--- src/rtl/fp16_accum_if.sv ---
// fp16_accum_if: element input stream and vector-sum output stream of fp16_accum_seq.
interface fp16_accum_if #(parameter int CNT_W = 8);
  logic             in_valid;
  logic             in_ready;
  logic [15:0]      in_data;
  logic             in_last;
  logic             out_valid;
  logic             out_ready;
  logic [15:0]      out_sum;
  logic [CNT_W-1:0] out_count;
  modport master (output in_valid, in_data, in_last, out_ready,
                  input  in_ready, out_valid, out_sum, out_count);
  modport slave  (input  in_valid, in_data, in_last, out_ready,
                  output in_ready, out_valid, out_sum, out_count);
endinterface

--- src/rtl/fp16_accum_seq.sv ---
// fp16_accum_seq: sequences an fp16 stream through an external pipelined adder, one sum per vector.
// Optional sticky-NaN short-circuit enabled by defining FP16_ACCUM_NAN_STICKY_EN.
module fp16_accum_seq #(
  parameter int ADD_LATENCY = 2,
  parameter int CNT_W       = 8
) (
  input  logic        clk,
  input  logic        rst,
  fp16_accum_if.slave io,
  output logic [15:0] add_a_o,
  output logic [15:0] add_b_o,
  input  logic [15:0] add_result_i
);
  localparam int WCNT_W = $clog2(ADD_LATENCY + 1);
  typedef enum logic [1:0] {IDLE, WAIT, OUT} state_t;
  state_t            state_q, state_d;
  logic [15:0]       acc_q, acc_d, a_q, a_d, b_q, b_d;
  logic              first_q, first_d, last_q, last_d, skip;
  logic [WCNT_W-1:0] wcnt_q, wcnt_d;
  logic [CNT_W-1:0]  cnt_q, cnt_d, cnt_inc;
  assign cnt_inc = &cnt_q ? cnt_q : cnt_q + CNT_W'(1);
`ifdef FP16_ACCUM_NAN_STICKY_EN
  logic nan_q, nan_d;
  assign skip       = nan_q | (&io.in_data[14:10] & |io.in_data[9:0]);
  assign io.out_sum = nan_q ? 16'h7C01 : acc_q;
`else
  assign skip       = 1'b0;
  assign io.out_sum = acc_q;
`endif
  // handshake flags come from the state register only; reset forces them low
  assign io.in_ready  = (state_q == IDLE) & ~rst;
  assign io.out_valid = (state_q == OUT) & ~rst;
  assign io.out_count = cnt_q;
  assign add_a_o      = a_q;
  assign add_b_o      = b_q;
  always_comb begin
    state_d = state_q;
    acc_d   = acc_q;
    a_d     = a_q;
    b_d     = b_q;
    first_d = first_q;
    last_d  = last_q;
    wcnt_d  = wcnt_q;
    cnt_d   = cnt_q;
`ifdef FP16_ACCUM_NAN_STICKY_EN
    nan_d   = nan_q;
`endif
    case (state_q)
      IDLE: if (io.in_valid) begin
        cnt_d   = first_q ? CNT_W'(1) : cnt_inc;
        first_d = 1'b0;
`ifdef FP16_ACCUM_NAN_STICKY_EN
        nan_d   = skip;
`endif
        if (first_q || skip) begin
          acc_d   = first_q ? io.in_data : acc_q;
          state_d = io.in_last ? OUT : IDLE;
        end else begin
          a_d     = acc_q;
          b_d     = io.in_data;
          last_d  = io.in_last;
          wcnt_d  = WCNT_W'(ADD_LATENCY);
          state_d = WAIT;
        end
      end
      WAIT: begin
        wcnt_d = wcnt_q - WCNT_W'(1);
        if (wcnt_q == '0) begin
          acc_d   = add_result_i;
          wcnt_d  = '0;
          state_d = last_q ? OUT : IDLE;
        end
      end
      OUT: if (io.out_ready) begin
        state_d = IDLE;
        first_d = 1'b1;
        cnt_d   = '0;
`ifdef FP16_ACCUM_NAN_STICKY_EN
        nan_d   = 1'b0;
`endif
      end
      default: state_d = IDLE;
    endcase
  end
  always_ff @(posedge clk or posedge rst) begin
    if (rst) begin
      state_q <= IDLE;
      acc_q   <= '0;
      a_q     <= '0;
      b_q     <= '0;
      first_q <= 1'b1;
      last_q  <= 1'b0;
      wcnt_q  <= '0;
      cnt_q   <= '0;
`ifdef FP16_ACCUM_NAN_STICKY_EN
      nan_q   <= 1'b0;
`endif
    end else begin
      state_q <= state_d;
      acc_q   <= acc_d;
      a_q     <= a_d;
      b_q     <= b_d;
      first_q <= first_d;
      last_q  <= last_d;
      wcnt_q  <= wcnt_d;
      cnt_q   <= cnt_d;
`ifdef FP16_ACCUM_NAN_STICKY_EN
      nan_q   <= nan_d;
`endif
    end
  end
endmodule

--- src/flat_wrapper.sv ---
// flat-port wrapper written by rule: the top's interface ports become plain ports
module fp16_accum_seq_flat 
#(
  parameter int ADD_LATENCY = 2,
  parameter int CNT_W       = 8
)
  (clk, rst, add_a_o, add_b_o, add_result_i, io_in_valid, io_in_data, io_in_last, io_out_ready, io_in_ready, io_out_valid, io_out_sum, io_out_count);
  fp16_accum_if #(.CNT_W(CNT_W)) io_i ();
  input  logic clk;
  input  logic rst;
  output logic [15:0] add_a_o;
  output logic [15:0] add_b_o;
  input  logic [15:0] add_result_i;
  input wire logic [$bits(io_i.in_valid)-1:0] io_in_valid;
  input wire logic [$bits(io_i.in_data)-1:0] io_in_data;
  input wire logic [$bits(io_i.in_last)-1:0] io_in_last;
  input wire logic [$bits(io_i.out_ready)-1:0] io_out_ready;
  output wire logic [$bits(io_i.in_ready)-1:0] io_in_ready;
  output wire logic [$bits(io_i.out_valid)-1:0] io_out_valid;
  output wire logic [$bits(io_i.out_sum)-1:0] io_out_sum;
  output wire logic [$bits(io_i.out_count)-1:0] io_out_count;
  assign io_i.in_valid = io_in_valid;
  assign io_i.in_data = io_in_data;
  assign io_i.in_last = io_in_last;
  assign io_i.out_ready = io_out_ready;
  assign io_in_ready = io_i.in_ready;
  assign io_out_valid = io_i.out_valid;
  assign io_out_sum = io_i.out_sum;
  assign io_out_count = io_i.out_count;
  fp16_accum_seq #(.ADD_LATENCY(ADD_LATENCY), .CNT_W(CNT_W)) u_core (.clk(clk), .rst(rst), .io(io_i), .add_a_o(add_a_o), .add_b_o(add_b_o), .add_result_i(add_result_i));
endmodule
--- config.mk ---
export PLATFORM = sky130hd
export DESIGN_NAME = fp16_accum_seq_flat
export DESIGN_NICKNAME = d
export VERILOG_FILES = /design/src/rtl/fp16_accum_if.sv /design/src/rtl/fp16_accum_seq.sv /design/src/flat_wrapper.sv
export SDC_FILE = /design/constraint.sdc
export NUM_CORES = 1
export LEC_CHECK = 0
export ABC_AREA = 1
export CAP_MARGIN = 10
export CORE_MARGIN = 4
export CORE_UTILIZATION = 40
export CTS_BUF_LIST = sky130_fd_sc_hd__clkbuf_16
export CTS_CLUSTER_SIZE = 28
export DETAILED_ROUTE_END_ITERATION = 6
export PLACE_DENSITY = 0.78
export SKIP_LAST_GASP = 1
export SYNTH_ARGS = -nofsm -noshare
export SYNTH_HDL_FRONTEND = slang
export SYNTH_SLANG_ARGS = --single-unit
--- constraint.sdc ---
create_clock -name clk -period 2 [get_ports clk]
set_clock_uncertainty 0.1 [all_clocks]
set_input_delay 0.4 -clock clk [delete_from_list [all_inputs] [get_ports clk]]
set_output_delay 0.4 -clock clk [all_outputs]
set_load 0.01 [all_outputs]
Yosys cells after proc, flatten, opt, wreduce, memory -nomap -nowiden
Index checks and enable logic that the tools add are counted.

Register bits: 62. Bits of input ports: 37. Output and inout bits: 58. Logic and storage cells: 56.

Add/sub/neg operators: 2. Eq/ne operators: 8. Multiplexer cells: 23. Bitwise logic cells: 4. Reduce and logical (&&, ||, !) cells: 11.

Operators with widths (count): $mux W16 (3); $mux W8 (4); $pmux W16 S2 (1); $mux W2 (9); $pmux W8 S2 (1); $reduce_and A3 Y1 (4); $add A8 B1 Y8 const B (1); $reduce_and A4 Y1 (2); $reduce_and A8 Y1 (1); $ne A2 B2 Y1 const B (3); $pmux W2 S3 (1); $logic_not A2 Y1 (2); $ne A2 B1 Y1 const B (2); $pmux W2 S2 (1); $reduce_bool A2 Y1 (2); $ne A3 B2 Y1 const B (1); $and A1 B1 Y1 (2); $eq A2 B1 Y1 const B (1); $eq A2 B2 Y1 const B (1); $mux W1 (2); $not A1 Y1 (2); $pmux W1 S2 (1); $sub A2 B1 Y2 const B (1).

Depth between registers and ports, before layout
Depth in word-level cells: 5. Gate-level depth with buffers: 9.

Least setup slack after synthesis
Ideal clock, no wire load.

Path type: flip-flop to flip-flop. Start: register u_core.first_q. End: register u_core.a_q[0] (netlist: u_core.add_a_o[0]). Setup time: 0.125 ns. Arrival time: 1.281 ns. Data required time: 1.775 ns. Slack: 0.495 ns. Cell stages (with the launch flop): 5. Path buffers: 1. Cells stage by stage: dfstp_2 inv_1 nand3_2 buf_2 mux2_2.

Longest elaborated chain between the ends: 2.

Ends and longest elaborated chain: from (decl) (line fp16_accum_seq.sv:18) `logic first_q, first_d, last_q, last_d, skip;`; from (signal assigned) (line fp16_accum_seq.sv:103) `first_q <= first_d;`; $not A1 Y1 (no line); $reduce_and A3 Y1 (no line); to (signal assigned) (line fp16_accum_seq.sv:89) `a_q <= '0;`; to (signal assigned) (line fp16_accum_seq.sv:101) `a_q <= a_d;`; to (decl) (line fp16_accum_seq.sv:17) `logic [15:0] acc_q, acc_d, a_q, a_d, b_q, b_d;`.

Every way passes these cells. A chain may end at the register's enable or synchronous reset.

Worst setup path in the final report
Start: register u_core.cnt_q[2] (netlist: u_core.io.out_count[2]). End: output port io_out_count[2].

RTL lines: from (decl) (line fp16_accum_seq.sv:20) `logic [CNT_W-1:0] cnt_q, cnt_d, cnt_inc;`; from (signal assigned) (line fp16_accum_seq.sv:106) `cnt_q <= cnt_d;`; to (decl) (line flat_wrapper.sv:21) `output wire logic [$bits(io_i.out_count)-1:0] io_out_count;`.

No word-level cell between the ends.

==> impl_metrics.sql <==
INSERT INTO impl_metrics (metric_group, metric, value, unit) VALUES
('status', 'outcome', 'finished, final reports clean', ''),
('sta', 'final-max-slew-violation-count', '0', ''),
('synth', 'synth.area.top_cells', 'sky130_fd_sc_hd__dfrtp_1 (55%), sky130_fd_sc_hd__nand2_1 (14%), sky130_fd_sc_hd__o21ai_0 (7.2%), sky130_fd_sc_hd__mux2_2 (6.4%), sky130_fd_sc_hd__nand3_1 (5.0%)', ''),
('drt', 'detailroute.via_count', '2535', ''),
('layout', 'num-nets-final', '463', ''),
('drt', 'avgViaCountPerCell', '4.82', ''),
('worst_setup_path', 'critPathArrivalTime', '1.35', 'ns'),
('sta', 'max-slew-margin-rel', '65.2', '%'),
('sta', 'min_period', '1.85', 'ns'),
('place', 'finalWeightedCongestion', '0.793', ''),
('layout', 'final_util', '62.4', '%'),
('die', 'die_height', '91.6', 'um'),
('layout', 'layout-area-overhead-vs-synth', '51.7', '%'),
('sta', 'timing.final.crit_share', '92.7', '%'),
('synth', 'yosys_warnings', '0', ''),
('drt', 'drc_errors', '0', ''),
('synth', 'synth_area_leader_cell', 'sky130_fd_sc_hd__dfrtp_1', ''),
('worst_setup_path', 'critical_path_peak_fanout', '6', ''),
('synth', 'yosys.area.top_type_share', '54.6', '%'),
('worst_setup_path', 'critPathLaunchType', 'flop', ''),
('worst_setup_path', 'crit_path_top_delay_cell', 'sky130_fd_sc_hd__clkdlybuf4s50_1', ''),
('worst_hold_path', 'min-delay-start', 'u_core.last_q$_DFFE_PP0P_', ''),
('worst_setup_path', 'r2r.worst_path.cells', '9', ''),
('drt', 'route.final.wire_length', '7310', 'um'),
('synth', 'mean_area_per_synthesized_cell', '8.69', 'um^2'),
('synth', 'synth_sequential_area_ratio', '55.5', '%'),
('global_route', 'grt.overflow.total', '0', ''),
('place', 'hpwlAfterDp', '5280', 'um'),
('global_route', 'number_of_antenna_violations_at_the_first_check_in_global_routing', '0', ''),
('sta', 'worstMarginPinSlew', '0.520', 'ns'),
('worst_setup_path', 'rr_startpoint', 'u_core.state_q[0]$_DFFE_PP0P_', ''),
('die', 'top_level_ports', '95', ''),
('layout', 'drive_gt1_share', '12.1', '%'),
('layout', 'commonest_cells_after_routing_fill_and_taps_aside', 'sky130_fd_sc_hd__nand2_1 (107), sky130_fd_sc_hd__clkdlybuf4s50_1 (92), sky130_fd_sc_hd__dfrtp_1 (61), sky130_fd_sc_hd__o21ai_0 (40), sky130_fd_sc_hd__inv_1 (33)', ''),
('cts', 'clockBufferDepth', '2', ''),
('cts', 'number_of_sinks_driven_by_the_clock_tree', '62', ''),
('worst_setup_path', 'rrSetupSlack', '0.31', 'ns'),
('worst_setup_path', 'crit_chain', 'clkdlybuf4s50_1', ''),
('global_route', 'number_of_global_route_vias_before_repair', '2557', ''),
('layout', 'n_antenna_cell', '0', ''),
('synth', 'synthesis.instances', '322', ''),
('power', 'cellPowerDensity', '1750', 'nW/um^2'),
('worst_hold_path', 'holdPathEnd', 'u_core.last_q$_DFFE_PP0P_', ''),
('power', 'peakVddDrop', '0.000832', 'V'),
('worst_setup_path', 'worst_path_required', '1.50', 'ns'),
('cts', 'cts-buffers-inserted', '9', ''),
('worst_setup_path', 'worstReg2RegEnd', 'u_core.io.out_sum[4]$_DFFE_PP0P_', ''),
('worst_setup_path', 'cp_num_buf_inv', '1', ''),
('place', 'count_of_input_and_output_buffers', '94', ''),
('synth', 'distinct_cell_type_count_after_synthesis', '21', ''),
('cts', 'clock_latency', '0.32', 'ns'),
('drt', 'ant_nets', '0', ''),
('sta', 'final-setup-viol-count', '0', ''),
('die', 'die_area', '8400', 'um^2'),
('cts', 'cts_max_level', '3', ''),
('power', 'power.leakage', '0.00204', 'uW'),
('die', 'coreArea', '6790', 'um^2'),
('layout', 'final_common_cell', 'sky130_fd_sc_hd__nand2_1', ''),
('worst_setup_path', 'cpPeakStageDelay', '0.60', 'ns'),
('sta', 'fmaxAchievable', '539', 'MHz'),
('synth', 'post_synthesis_register_bit_count', '62', ''),
('synth', 'cell_area_after_technology_mapping', '2800', 'um^2'),
('worst_setup_path', 'cp_top_family', 'buffers and inverters', ''),
('run', 'max_cap_violations', '0', ''),
('worst_hold_path', 'whs_path_depth', '2', ''),
('cts', 'cts_post_setup_buffers_inserted', '0', ''),
('global_route', 'grt_first_pass_wirelength', '12200', 'um'),
('sta', 'hold-worst-slack', '0.385', 'ns'),
('global_route', 'groute.usage.overall', '18.3', '%'),
('die', 'start_util', '41.2', '%'),
('power', 'finalPower', '7430', 'uW');
## worst register-to-register path, stage by stage, from the launching register on
cell and delay, ns:
sky130_fd_sc_hd__dfrtp_1 0.42, sky130_fd_sc_hd__inv_1 0.10, sky130_fd_sc_hd__nor2_2 0.04, sky130_fd_sc_hd__buf_4 0.17
sky130_fd_sc_hd__o21ai_2 0.09, sky130_fd_sc_hd__nand2_2 0.08, sky130_fd_sc_hd__nor2_4 0.14, sky130_fd_sc_hd__nand2_2 0.23
sky130_fd_sc_hd__nand2_1 0.15, sky130_fd_sc_hd__nand2_1 0.07
## synth_stat cells, drive strengths merged
| library cell | n |
|---|---|
| dfrtp | 61 |
| nand3 | 29 |
| nor2 | 14 |
| nand3b | 1 |
| clkbuf | 6 |
| inv | 34 |
| nand2 | 109 |
| ha | 1 |
| buf | 5 |
| o21ai | 41 |
| xnor2 | 1 |
| mux2 | 16 |
| o41ai | 1 |
| nand4 | 1 |
| dfstp | 1 |
| nor3 | 1 |
## what timing repair did
action	CTS	global route
endpoints found under the setup margin	2	0
gates resized for setup	3	0
hold buffers	0	0
## registers in the layout (all words and copies together) (netlist names)
signal / cells
u_core.add_a_o: 16
u_core.add_b_o: 16
u_core.first_q: 1
u_core.io.out_count: 8
u_core.io.out_sum: 16
u_core.last_q: 1
u_core.state_q: 2
u_core.wcnt_q: 2
## metal layers
metal | global-route usage [%] | vias up | routed length [um]
met5 | 0 | - | 0
met2 | 30.7 | 67 | 3680
met1 | 22.8 | 1209 | 3150
met3 | 2.87 | 16 | 263
met4 | 9.67 | 0 | 210
li1 | - | 1243 | -
## worst max path at each step
stage	cells past startpoint	from	slack, ns	end
3_3_place_gp	3	rst	-0.03	io_in_ready
6_report	1	u_core.io.out_count[2]$_DFFE_PP0P_	0.15	io_out_count[2]
4_1_cts	1	u_core.io.out_count[2]$_DFFE_PP0P_	0.13	io_out_count[2]
5_1_grt	4	u_core.state_q[0]$_DFFE_PP0P_	0.05	io_out_valid
3_5_place_dp	3	rst	-0.09	io_in_ready
2_1_floorplan	4	u_core.first_q$_DFFE_PP1P_	0.49	u_core.add_a_o[0]$_DFFE_PP0P_
## power by group
part	switching (uW)	internal, uW	leakage [uW]
clock	569	1090	0.000152
combinational	1800	1730	0.00111
sequential	394	1840	0.000778
total	2770	4670	0.00204
## metrics by stage
stage / std cells / instance area, um^2 / setup TNS, ns / setup slack [ns]
2_1_floorplan: 322 / 2800 / 0 / 0.495
3_3_place_gp: 510 / 3920 / -0.0304 / -0.0304
3_5_place_dp: 510 / 3920 / -0.101 / -0.0867
4_1_cts: 526 / 4240 / 0 / 0.131
5_1_grt: 526 / 4240 / 0 / 0.0465
6_report: 526 / 4240 / 0 / 0.146
## area by class of cell
| type | instances | area, um^2 |
|---|---|---|
| fill | 579 | 2550 |
| sequential | 62 | 1550 |
| multi-input combinational | 215 | 1070 |
| timing repair buffer | 103 | 1040 |
| clock buffer | 9 | 225 |
| inverter | 34 | 131 |
| tap | 96 | 120 |
| clock inverter | 7 | 97.6 |
## kinds of logic after synthesis
logic type	count (synthesis)	synth area share, %
buffers and inverters	45	6.26
XOR/XNOR	1	0.313
AND/OR/NAND/NOR	155	23.3
flip-flops	62	55.5
AO/OA/AOI/OAI	42	7.78
multiplexers	16	6.44
adder cells (fa/ha/maj)	1	0.447
(Power assumes the default switching activity.)
